$ cat src/rtl/sd_dac_if.sv
// sd_dac_if -- PCM sample handshake into the sigma-delta DAC interpolator.
//   in_data  : signed two's-complement PCM sample (DW bits)
//   in_valid : in_data holds a sample offered to the DAC
//   in_ready : DAC can take a sample this cycle
// master = sample source, slave = sd_dac_interpolator.
interface sd_dac_if #(
  parameter int DW = 24
);
  logic signed [DW-1:0] in_data;
  logic                 in_valid;
  logic                 in_ready;

  modport master (output in_data, output in_valid, input in_ready);
  modport slave  (input in_data, input in_valid, output in_ready);
endinterface

$ cat src/rtl/sd_dac_interpolator.sv
// sd_dac_interpolator -- linear-interpolating 2nd-order sigma-delta DAC core.
// Accepts one PCM sample per frame of OSR clocks, ramps linearly from the
// previous sample to the new one across a frame, and modulates the ramp into
// a 1-bit stream.
// Ports:
//   clk         : modulator-rate clock
//   reset       : asynchronous, active-high
//   bus         : sd_dac_if slave (in_data / in_valid / in_ready)
//   bit_out     : registered 1-bit stream, 1 = +FS, 0 = -FS
//   sample_tick : high in the last cycle of each frame
//   underrun    : high with sample_tick when no sample is pending
//   interp_out  : interpolated value currently feeding the modulator
module sd_dac_interpolator #(
  parameter int DW  = 24,
  parameter int OSR = 64
) (
  input  logic                 clk,
  input  logic                 reset,
  sd_dac_if.slave              bus,
  output logic                 bit_out,
  output logic                 sample_tick,
  output logic                 underrun,
  output logic signed [DW-1:0] interp_out
);

  localparam int L  = $clog2(OSR);
  localparam int IW = DW + 4;

  // Feedback levels +-2^(DW-1) and integrator limits +-(2^(DW+2)-1).
  localparam logic signed [IW-1:0] FB_POS = {4'b0000, 1'b1, {(DW-1){1'b0}}};
  localparam logic signed [IW-1:0] FB_NEG = {5'b11111, {(DW-1){1'b0}}};
  localparam logic signed [IW:0]   LIM    = {3'b000, {(DW+2){1'b1}}};
  localparam logic signed [IW:0]   NLIM   = -LIM;

  logic [L-1:0]          phase;
  logic                  tick;
  logic                  hold_full;
  logic signed [DW-1:0]  hold;
  logic signed [DW-1:0]  target;
  logic signed [DW-1:0]  target_old;
  logic signed [DW:0]    diff;
  logic signed [DW+L:0]  acc;

  logic signed [IW-1:0]  int1;
  logic signed [IW-1:0]  int2;
  logic signed [IW-1:0]  fb;
  logic signed [IW:0]    sum1;
  logic signed [IW:0]    sum2;
  logic signed [IW-1:0]  int1_nxt;
  logic signed [IW-1:0]  int2_nxt;

  function automatic logic signed [IW-1:0] sat(input logic signed [IW:0] x);
    if (x > LIM)
      return LIM[IW-1:0];
    else if (x < NLIM)
      return NLIM[IW-1:0];
    else
      return x[IW-1:0];
  endfunction

  assign tick         = (phase == L'(OSR - 1));
  assign sample_tick  = tick;
  // Hold is judged as it stood before the edge, so a same-cycle transfer
  // does not mask the underrun.
  assign underrun     = tick & ~hold_full;
  assign bus.in_ready = ~hold_full;

  // Adding diff OSR times over a frame moves acc from target_old<<L to
  // target<<L exactly, so no rounding error accumulates across frames.
  assign diff       = {target[DW-1], target} - {target_old[DW-1], target_old};
  assign interp_out = acc[DW+L-1:L];

  logic unused_acc_bits;
  assign unused_acc_bits = ^{acc[DW+L], acc[L-1:0]};

  // Second integrator takes the freshly updated first integrator, giving
  // NTF = (1 - z^-1)^2 with a one-cycle signal delay.
  assign fb       = bit_out ? FB_POS : FB_NEG;
  assign sum1     = {int1[IW-1], int1} + {{5{interp_out[DW-1]}}, interp_out}
                    - {fb[IW-1], fb};
  assign int1_nxt = sat(sum1);
  assign sum2     = {int2[IW-1], int2} + {int1_nxt[IW-1], int1_nxt}
                    - {fb[IW-1], fb};
  assign int2_nxt = sat(sum2);

  always_ff @(posedge clk or posedge reset) begin
    if (reset) begin
      phase      <= '0;
      hold       <= '0;
      hold_full  <= 1'b0;
      target     <= '0;
      target_old <= '0;
      acc        <= '0;
      int1       <= '0;
      int2       <= '0;
      bit_out    <= 1'b0;
    end else begin
      phase <= phase + 1'b1;
      acc   <= acc + {{L{diff[DW]}}, diff};

      if (tick) begin
        target_old <= target;
        if (hold_full) begin
          target    <= hold;
          hold_full <= 1'b0;
        end
      end

      // in_ready is low while hold is full, so this never collides with
      // the consume above.
      if (bus.in_valid && !hold_full) begin
        hold      <= bus.in_data;
        hold_full <= 1'b1;
      end

      int1    <= int1_nxt;
      int2    <= int2_nxt;
      bit_out <= ~int2_nxt[IW-1];
    end
  end

endmodule

$ cat src/flat_wrapper.sv
// flat-port wrapper written by rule: the top's interface ports become plain ports
module sd_dac_interpolator_flat 
#(
  parameter int DW  = 24,
  parameter int OSR = 64
)
  (clk, reset, bit_out, sample_tick, underrun, interp_out, bus_in_data, bus_in_valid, bus_in_ready);
  sd_dac_if #(.DW(DW)) bus_i ();
  input  logic clk;
  input  logic reset;
  output logic bit_out;
  output logic sample_tick;
  output logic underrun;
  output logic signed [DW-1:0] interp_out;
  input wire logic [$bits(bus_i.in_data)-1:0] bus_in_data;
  input wire logic [$bits(bus_i.in_valid)-1:0] bus_in_valid;
  output wire logic [$bits(bus_i.in_ready)-1:0] bus_in_ready;
  assign bus_i.in_data = bus_in_data;
  assign bus_i.in_valid = bus_in_valid;
  assign bus_in_ready = bus_i.in_ready;
  sd_dac_interpolator #(.DW(DW), .OSR(OSR)) u_core (.clk(clk), .reset(reset), .bus(bus_i), .bit_out(bit_out), .sample_tick(sample_tick), .underrun(underrun), .interp_out(interp_out));
endmodule
$ cat config.mk
export PLATFORM = sky130hd
export DESIGN_NAME = sd_dac_interpolator_flat
export DESIGN_NICKNAME = d
export VERILOG_FILES = /design/src/rtl/sd_dac_if.sv /design/src/rtl/sd_dac_interpolator.sv /design/src/flat_wrapper.sv
export SDC_FILE = /design/constraint.sdc
export NUM_CORES = 1
export LEC_CHECK = 0
export CELL_PAD_IN_SITES_DETAIL_PLACEMENT = 0
export CELL_PAD_IN_SITES_GLOBAL_PLACEMENT = 1
export CORE_MARGIN = 2
export CORE_UTILIZATION = 30
export DETAILED_ROUTE_END_ITERATION = 7
export GPL_ROUTABILITY_DRIVEN = 1
export PLACE_DENSITY_LB_ADDON = 0.1
export SLEW_MARGIN = 10
export SYNTH_ARGS = -nofsm -noshare
export SYNTH_HDL_FRONTEND = slang
export SYNTH_SLANG_ARGS = --single-unit
$ cat constraint.sdc
create_clock -name clk -period 10.15 [get_ports clk]
set_input_delay 2.03 -clock clk [delete_from_list [all_inputs] [get_ports clk]]
set_output_delay 2.03 -clock clk [all_outputs]
set_load 0.01 [all_outputs]
Word-level counts from Yosys, hierarchy flattened
Index checks and enable logic that the tools add are counted.
- flip-flop bits (word level): 167
- input bits: 27
- output and inout port bits: 28
- word-level logic and storage cells: 35
- add/sub/neg operators: 7
- magnitude comparators: 4
- eq/ne operators: 1
- muxes and demuxes: 7
- bitwise gates (word level): 3
- reductions and logical operators: 4
- operators by type and width (kind ; number):
    2-to-1 mux 28 bit ; 5
    > comparator 29 x 27 -> 1 bit, second input constant ; 2
    less-than comparator 29 x 27 -> 1 bit, second input constant ; 2
    subtractor 29 bit ; 2
    adder 31 bit ; 1
    adder 28 x 24 -> 29 bit ; 1
    adder 28 x 28 -> 29 bit ; 1
    subtractor 24 x 24 -> 25 bit ; 1
    adder 6 x 1 -> 6 bit, second input constant ; 1
    == test 6 bit, second input constant ; 1
    2-to-1 mux 1 bit ; 2
    inverter 1 bit ; 2
    AND reduction 2 bit ; 1
    nonzero test 2 bit ; 1
    bitwise AND 1 bit ; 1
    logical AND 1 bit ; 1
    zero test 1 bit ; 1

Longest topological paths before layout
- depth in word-level cells: 11
- mapped depth: 39
- gate-level depth less buffers: 35

Least setup slack after synthesis
OpenSTA, ideal clock, no wires.
- path kind: register -> register
- from: register u_core.acc[8]
- to: register u_core.int2[10]
- arrival: 8.032 ns
- required time: 10.022 ns
- setup slack: 1.990 ns
- cell stages (with the launch flop): 36
- buffers on the path: 1
- cells stage by stage: dfrtp_1 -> inv_1 -> ha_1 -> inv_1 -> ha_1 -> nor2b_1 -> o2111ai_1 -> and3_1 -> o31ai_1 -> or3_4 -> a2111oi_2 -> nand4_1 -> or4b_4 -> o31a_1 -> a21oi_1 -> nor2_1 -> nor2_1 -> ha_1 -> inv_1 -> ha_1 -> a21o_1 -> o311ai_0 -> a31oi_1 -> o311a_1 -> nor4b_1 -> o31ai_1 -> a21oi_1 -> xnor2_1 -> nor4bb_1 -> nand2_1 -> mux2_4 -> a211oi_2 -> nand4_1 -> nor4b_4 -> buf_6 -> nor3_2
- longest elaborated chain between the ends: 10
- RTL lines (element ; RTL line ; text):
    from (decl) ; sd_dac_interpolator.sv:42 ; logic signed [DW+L:0] acc;
    from (signal assigned) ; sd_dac_interpolator.sv:99 ; acc <= acc + {{L{diff[DW]}}, diff};
    adder 28 x 24 -> 29 bit (*) ; sd_dac_interpolator.sv:79 ; assign sum1 = {int1[IW-1], int1} + {{5{interp_out[DW-1]}}, interp_out}
    subtractor 29 bit (*) ; sd_dac_interpolator.sv:80 ; - {fb[IW-1], fb};
    less-than comparator 29 x 27 -> 1 bit ; sd_dac_interpolator.sv:55 ; else if (x < NLIM)
    2-to-1 mux 28 bit ; sd_dac_interpolator.sv:55 ;
    2-to-1 mux 28 bit (*) ; sd_dac_interpolator.sv:53 ; if (x > LIM)
    adder 28 x 28 -> 29 bit (*) ; sd_dac_interpolator.sv:82 ; assign sum2 = {int2[IW-1], int2} + {int1_nxt[IW-1], int1_nxt}
    subtractor 29 bit (*) ; sd_dac_interpolator.sv:83 ; - {fb[IW-1], fb};
    less-than comparator 29 x 27 -> 1 bit ; sd_dac_interpolator.sv:55 ;
    2-to-1 mux 28 bit ; sd_dac_interpolator.sv:55 ;
    2-to-1 mux 28 bit (*) ; sd_dac_interpolator.sv:53 ;
    via u_core.int2_nxt[10] ; sd_dac_interpolator.sv:50 ; logic signed [IW-1:0] int2_nxt;
    to (signal assigned) ; sd_dac_interpolator.sv:117 ; int2 <= int2_nxt;
    to (decl) ; sd_dac_interpolator.sv:45 ; logic signed [IW-1:0] int2;
The timed path passes the listed nets; every way through them passes the cells marked *.
A chain may end at the register's enable or synchronous reset.

Worst setup path after layout
- from: register u_core.acc[8]
- to: register u_core.int2[23]
The elaborated chain is that of the path after synthesis.

==> impl_summary.md <==
Status
The flow ran to the end, and the final reports show no timing, DRC or antenna violations.

Clocking
The H-tree depth is 4. The tree is rooted in a sky130_fd_sc_hd__clkbuf_16. The CTS tree is built. The clock reaches the later pin of the worst-skew pair after just under 0.5 ns. After clock tree synthesis, the clock-pin slew on the worst setup and hold paths is approximately 0.07 ns.

CTS saw around 170 sinks. The clock tree buffer depth is 2. The number of clock buffers added by TritonCTS is 17.

Critical path
In this design, the critical path's most frequently occurring cell is sky130_fd_sc_hd__ha_1. The required time of the critical path is around 11 ns. The type of destination of the critical path is a flop. The critical setup path kind is flop to flop.

The critical-path maximum fanout is 16. The worst endpoint data arrival time is between 9 and 10 ns. The register-to-register setup slack is 0.85 ns. The family with the most delay on the worst path is compound AO/OA/AOI/OAI gates. The delay contributed by the slowest stage of the critical path is roughly 0.53 ns. The slowest library cell on the worst path is sky130_fd_sc_hd__or4b_4. The type of origin of the critical path is a flop. The combined buffer and inverter count along the critical path is 4.

GRT
The number of antenna violations at the first check in global routing came to 2. Summed over all layers, the global routing overflow is 0. The number of global-route vias before repair is between 10000 and 15000. The overall track demand over capacity in global routing is 0.159. The first global-routing pass estimated roughly 56000 um of wire.

The largest net degree at the start of global routing is 69.

Logic synthesis
The share of the Yosys chip area taken by registers is 0.316. Yosys attributes the largest share of cell area to sky130_fd_sc_hd__dfrtp_1, sky130_fd_sc_hd__ha_1, sky130_fd_sc_hd__inv_1, sky130_fd_sc_hd__mux2_2, sky130_fd_sc_hd__xnor2_1. The combined area of all synthesized cells is around 13000 um^2. The synthesized instance count is between 1000 and 1500.

The share of synthesized flip-flops with an asynchronous set or reset is 1.00. The number of nets handed over by synthesis was between 1500 and 2000. The number of warnings reported in the yosys synthesis log is 0.

The number of different library cells in the post-synthesis netlist is 82. Summed over all instances, the cell type with the most area after synthesis is sky130_fd_sc_hd__dfrtp_1. The main flop type after synthesis is sky130_fd_sc_hd__dfrtp_1.

In this run the mean area of a mapped cell was ~8.9 um^2. Yosys mapped a number of flops with a built-in enable equal to 0. The share of Yosys cell area claimed by the top area cell type is 0.316. Counting flops and latches in the post-synthesis netlist gives roughly 170.

Drt
The post-route antenna net violation count is 0. The routed wire length is 33500 um. The first TritonRoute pass finished after 5 iterations. In this run, the number of DRC markers left after iteration 0 of detailed routing was about 500. The routed layout has ~10000 vias. The residual DRC count is 0. Using the TritonRoute via totals, the vias-per-cell ratio works out to roughly 4.8. The routed wire length per instance is around 16 um.

Timing
The final-report hold violation count is 0. Setup violations remaining at the end of the flow were counted as 0. Summed over all failing endpoints, the final setup total negative slack is 0 ns. The final worst hold slack is between 0.4 and 0.5 ns.

The worst slew margin relative to its limit is 0.277. Setup repair after global routing left no endpoint under its margin. The achievable frequency is about 0.11 GHz. The share of the clock period used by the worst path is 0.917. On the final layout, the worst clock skew is 0.0159 ns.

Counting I/O delays and the setup requirement, the final critical path takes slightly above 9 ns. The max-slew violation total from the final report came to 0. For the pin with the worst max-slew slack, the measured transition is between 1 and 1.5 ns.

Pwr
The share of total power dissipated in the clock network is 0.482. The design internal power is approximately 1.0 mW. For this design the total switching power over the nets is roughly 0.34 mW. The analysis attributes to cell leakage a power of approximately 7.5 nW. The completed layout was analyzed and its total power is 1.38 mW. The share of total power dissipated in combinational logic is 0.026. The share of power burned in registers is 0.492. For this design the ratio of total power to cell area is between 90 and 100 nW/um^2.

The largest voltage drop on the vdd net is 0.101 mV. The switching portion of total power is 0.244.

Final layout
The share of layout cells above drive strength 1 is 0.0941. The relative area change from synthesis to final layout is 12.5%. 0 antenna diodes ended up in the layout. The final layout contains about 1700 nets.

Floorplan
The die boundary height is roughly 210 um. The top-level port count is 55. The total core area is about 43000 um^2. The die area is about 46000 um^2. For this configuration, the core starts out at a cell density of 0.305. In this run the horizontal extent of the chip is approximately 210 um.

The placement row count is 76.

Worst hold path
In this run the worst hold path is classified as flop to flop.

Place
The HPWL reported at the end of detailed placement is 26400 um. The global placer's final weighted congestion is between 0.8 and 0.9. During placement, the flow inserted port buffers numbering 54.

Run
The tool flagged a number of max-cap violations equal to 0.
==> Yosys cell counts (21+ instances only) <==
library cell                 n
sky130_fd_sc_hd__ha_1      155
sky130_fd_sc_hd__dfrtp_1   166
sky130_fd_sc_hd__mux2_2     51
sky130_fd_sc_hd__o21a_1     21
sky130_fd_sc_hd__buf_4      24
sky130_fd_sc_hd__a21oi_1    90
sky130_fd_sc_hd__clkbuf_1   21
sky130_fd_sc_hd__o21ai_0    77
sky130_fd_sc_hd__nand3_1    32
sky130_fd_sc_hd__xnor2_1    65
sky130_fd_sc_hd__nor3_1     29
sky130_fd_sc_hd__a21o_1     30
sky130_fd_sc_hd__nor2_1    104
sky130_fd_sc_hd__nand2_1    78
sky130_fd_sc_hd__inv_1     252
==> worst paths after layout <==
path,from,to,cells after the start
worst max-delay path,u_core.acc[8]$_DFF_PP0_,u_core.int2[23]$_DFF_PP0_,35
worst min-delay path,u_core.phase[0]$_DFF_PP0_,u_core.phase[0]$_DFF_PP0_,1
worst max register to register,u_core.acc[8]$_DFF_PP0_,u_core.int2[23]$_DFF_PP0_,35
worst min register to register,u_core.phase[0]$_DFF_PP0_,u_core.phase[0]$_DFF_PP0_,1
max in group asynchronous,reset,u_core.int1[12]$_DFF_PP0_,3
min in group asynchronous,reset,u_core.target[0]$_DFFE_PP0P_,2
==> cell families (layout without fill, tap and decap cells) <==
logic type	count (synthesis)	after routing	synth area share
mux	57	57	0.0486
flops	166	166	0.316
fa+ha+maj	165	165	0.163
compound gates	342	342	0.176
simple gates	365	365	0.143
buf+inv	305	349	0.0955
xor+xnor	86	86	0.0583
==> routing by layer <==
layer	up-vias	part of all wire	routed length, um	GRT usage
li1	5143	-	-	-
met1	4796	0.50	16800	0.214
met2	87	0.46	15400	0.260
met3	26	0.025	854	0.0318
met4	0	0.012	417	0.0457
met5	-	0	0	0
==> final cells by class <==
class                           count  area [um^2]
Inverter                          253          955
Multi-Input combinational cell   1015         7770
Clock inverter                     12          119
Clock buffer                       20          457
Sequential cell                   166         4150
Tap cell                          585          732
Timing Repair Buffer               64          616
Fill cell                        4574        28400
==> cell usage in the layout (no fill, tap or decap), types with 10 or more instances in the layout <==
| master | n |
|---|---|
| sky130_fd_sc_hd__a211oi_1 | 15 |
| sky130_fd_sc_hd__a21o_1 | 30 |
| sky130_fd_sc_hd__a21oi_1 | 90 |
| sky130_fd_sc_hd__a31oi_1 | 10 |
| sky130_fd_sc_hd__and2_1 | 11 |
| sky130_fd_sc_hd__and3_1 | 12 |
| sky130_fd_sc_hd__buf_4 | 10 |
| sky130_fd_sc_hd__clkbuf_16 | 17 |
| sky130_fd_sc_hd__clkdlybuf4s50_1 | 54 |
| sky130_fd_sc_hd__dfrtp_1 | 166 |
| sky130_fd_sc_hd__fa_1 | 10 |
| sky130_fd_sc_hd__ha_1 | 155 |
| sky130_fd_sc_hd__inv_1 | 251 |
| sky130_fd_sc_hd__mux2_2 | 51 |
| sky130_fd_sc_hd__nand2_1 | 78 |
| sky130_fd_sc_hd__nand3_1 | 32 |
| sky130_fd_sc_hd__nand4_1 | 10 |
| sky130_fd_sc_hd__nor2_1 | 103 |
| sky130_fd_sc_hd__nor2b_1 | 15 |
| sky130_fd_sc_hd__nor3_1 | 29 |
| sky130_fd_sc_hd__nor3_2 | 20 |
| sky130_fd_sc_hd__o21a_1 | 21 |
| sky130_fd_sc_hd__o21ai_0 | 77 |
| sky130_fd_sc_hd__o21bai_1 | 15 |
| sky130_fd_sc_hd__o31ai_1 | 13 |
| sky130_fd_sc_hd__or3_1 | 15 |
| sky130_fd_sc_hd__xnor2_1 | 65 |
| sky130_fd_sc_hd__xor2_1 | 20 |
==> stage by stage <==
stage | instance area (um^2) | util | worst slack [ns] | cells
after detailed placement | 14200 | 0.329 | 0.626 | 2083
after global placement | 14200 | 0.329 | 0.762 | 2083
after CTS | 14800 | 0.343 | 0.593 | 2115
after global routing | 14800 | 0.343 | 0.0421 | 2115
final | 14800 | 0.343 | 0.847 | 2115
after floorplan | 13200 | - | 1.99 | 1486
==> sequential cells by signal (all words and copies together) (netlist names) <==
register,count
u_core.int1,28
u_core.hold,24
u_core.acc,30
u_core.target,24
u_core.hold_full,1
u_core.phase,6
u_core.int2,28
u_core.target_old,24
u_core.bit_out,1
==> power by group through the flow <==
stage	Clock (mW)	Sequential, mW	Combinational [mW]
after detailed placement	0	0.693	0.0381
after floorplan	0	0.690	0.0205
after global routing	0.727	0.681	0.0410
after global placement	0	0.693	0.0376
after CTS	0.701	0.680	0.0381
final	0.667	0.679	0.0359
==> what timing repair did <==
action | in CTS | in global routing
gates resized for setup | 0 | 1
hold buffers | 0 | 0
endpoints found under the setup margin | 0 | 26
buffers inserted | 0 | 0
(Power assumes the default switching activity.)
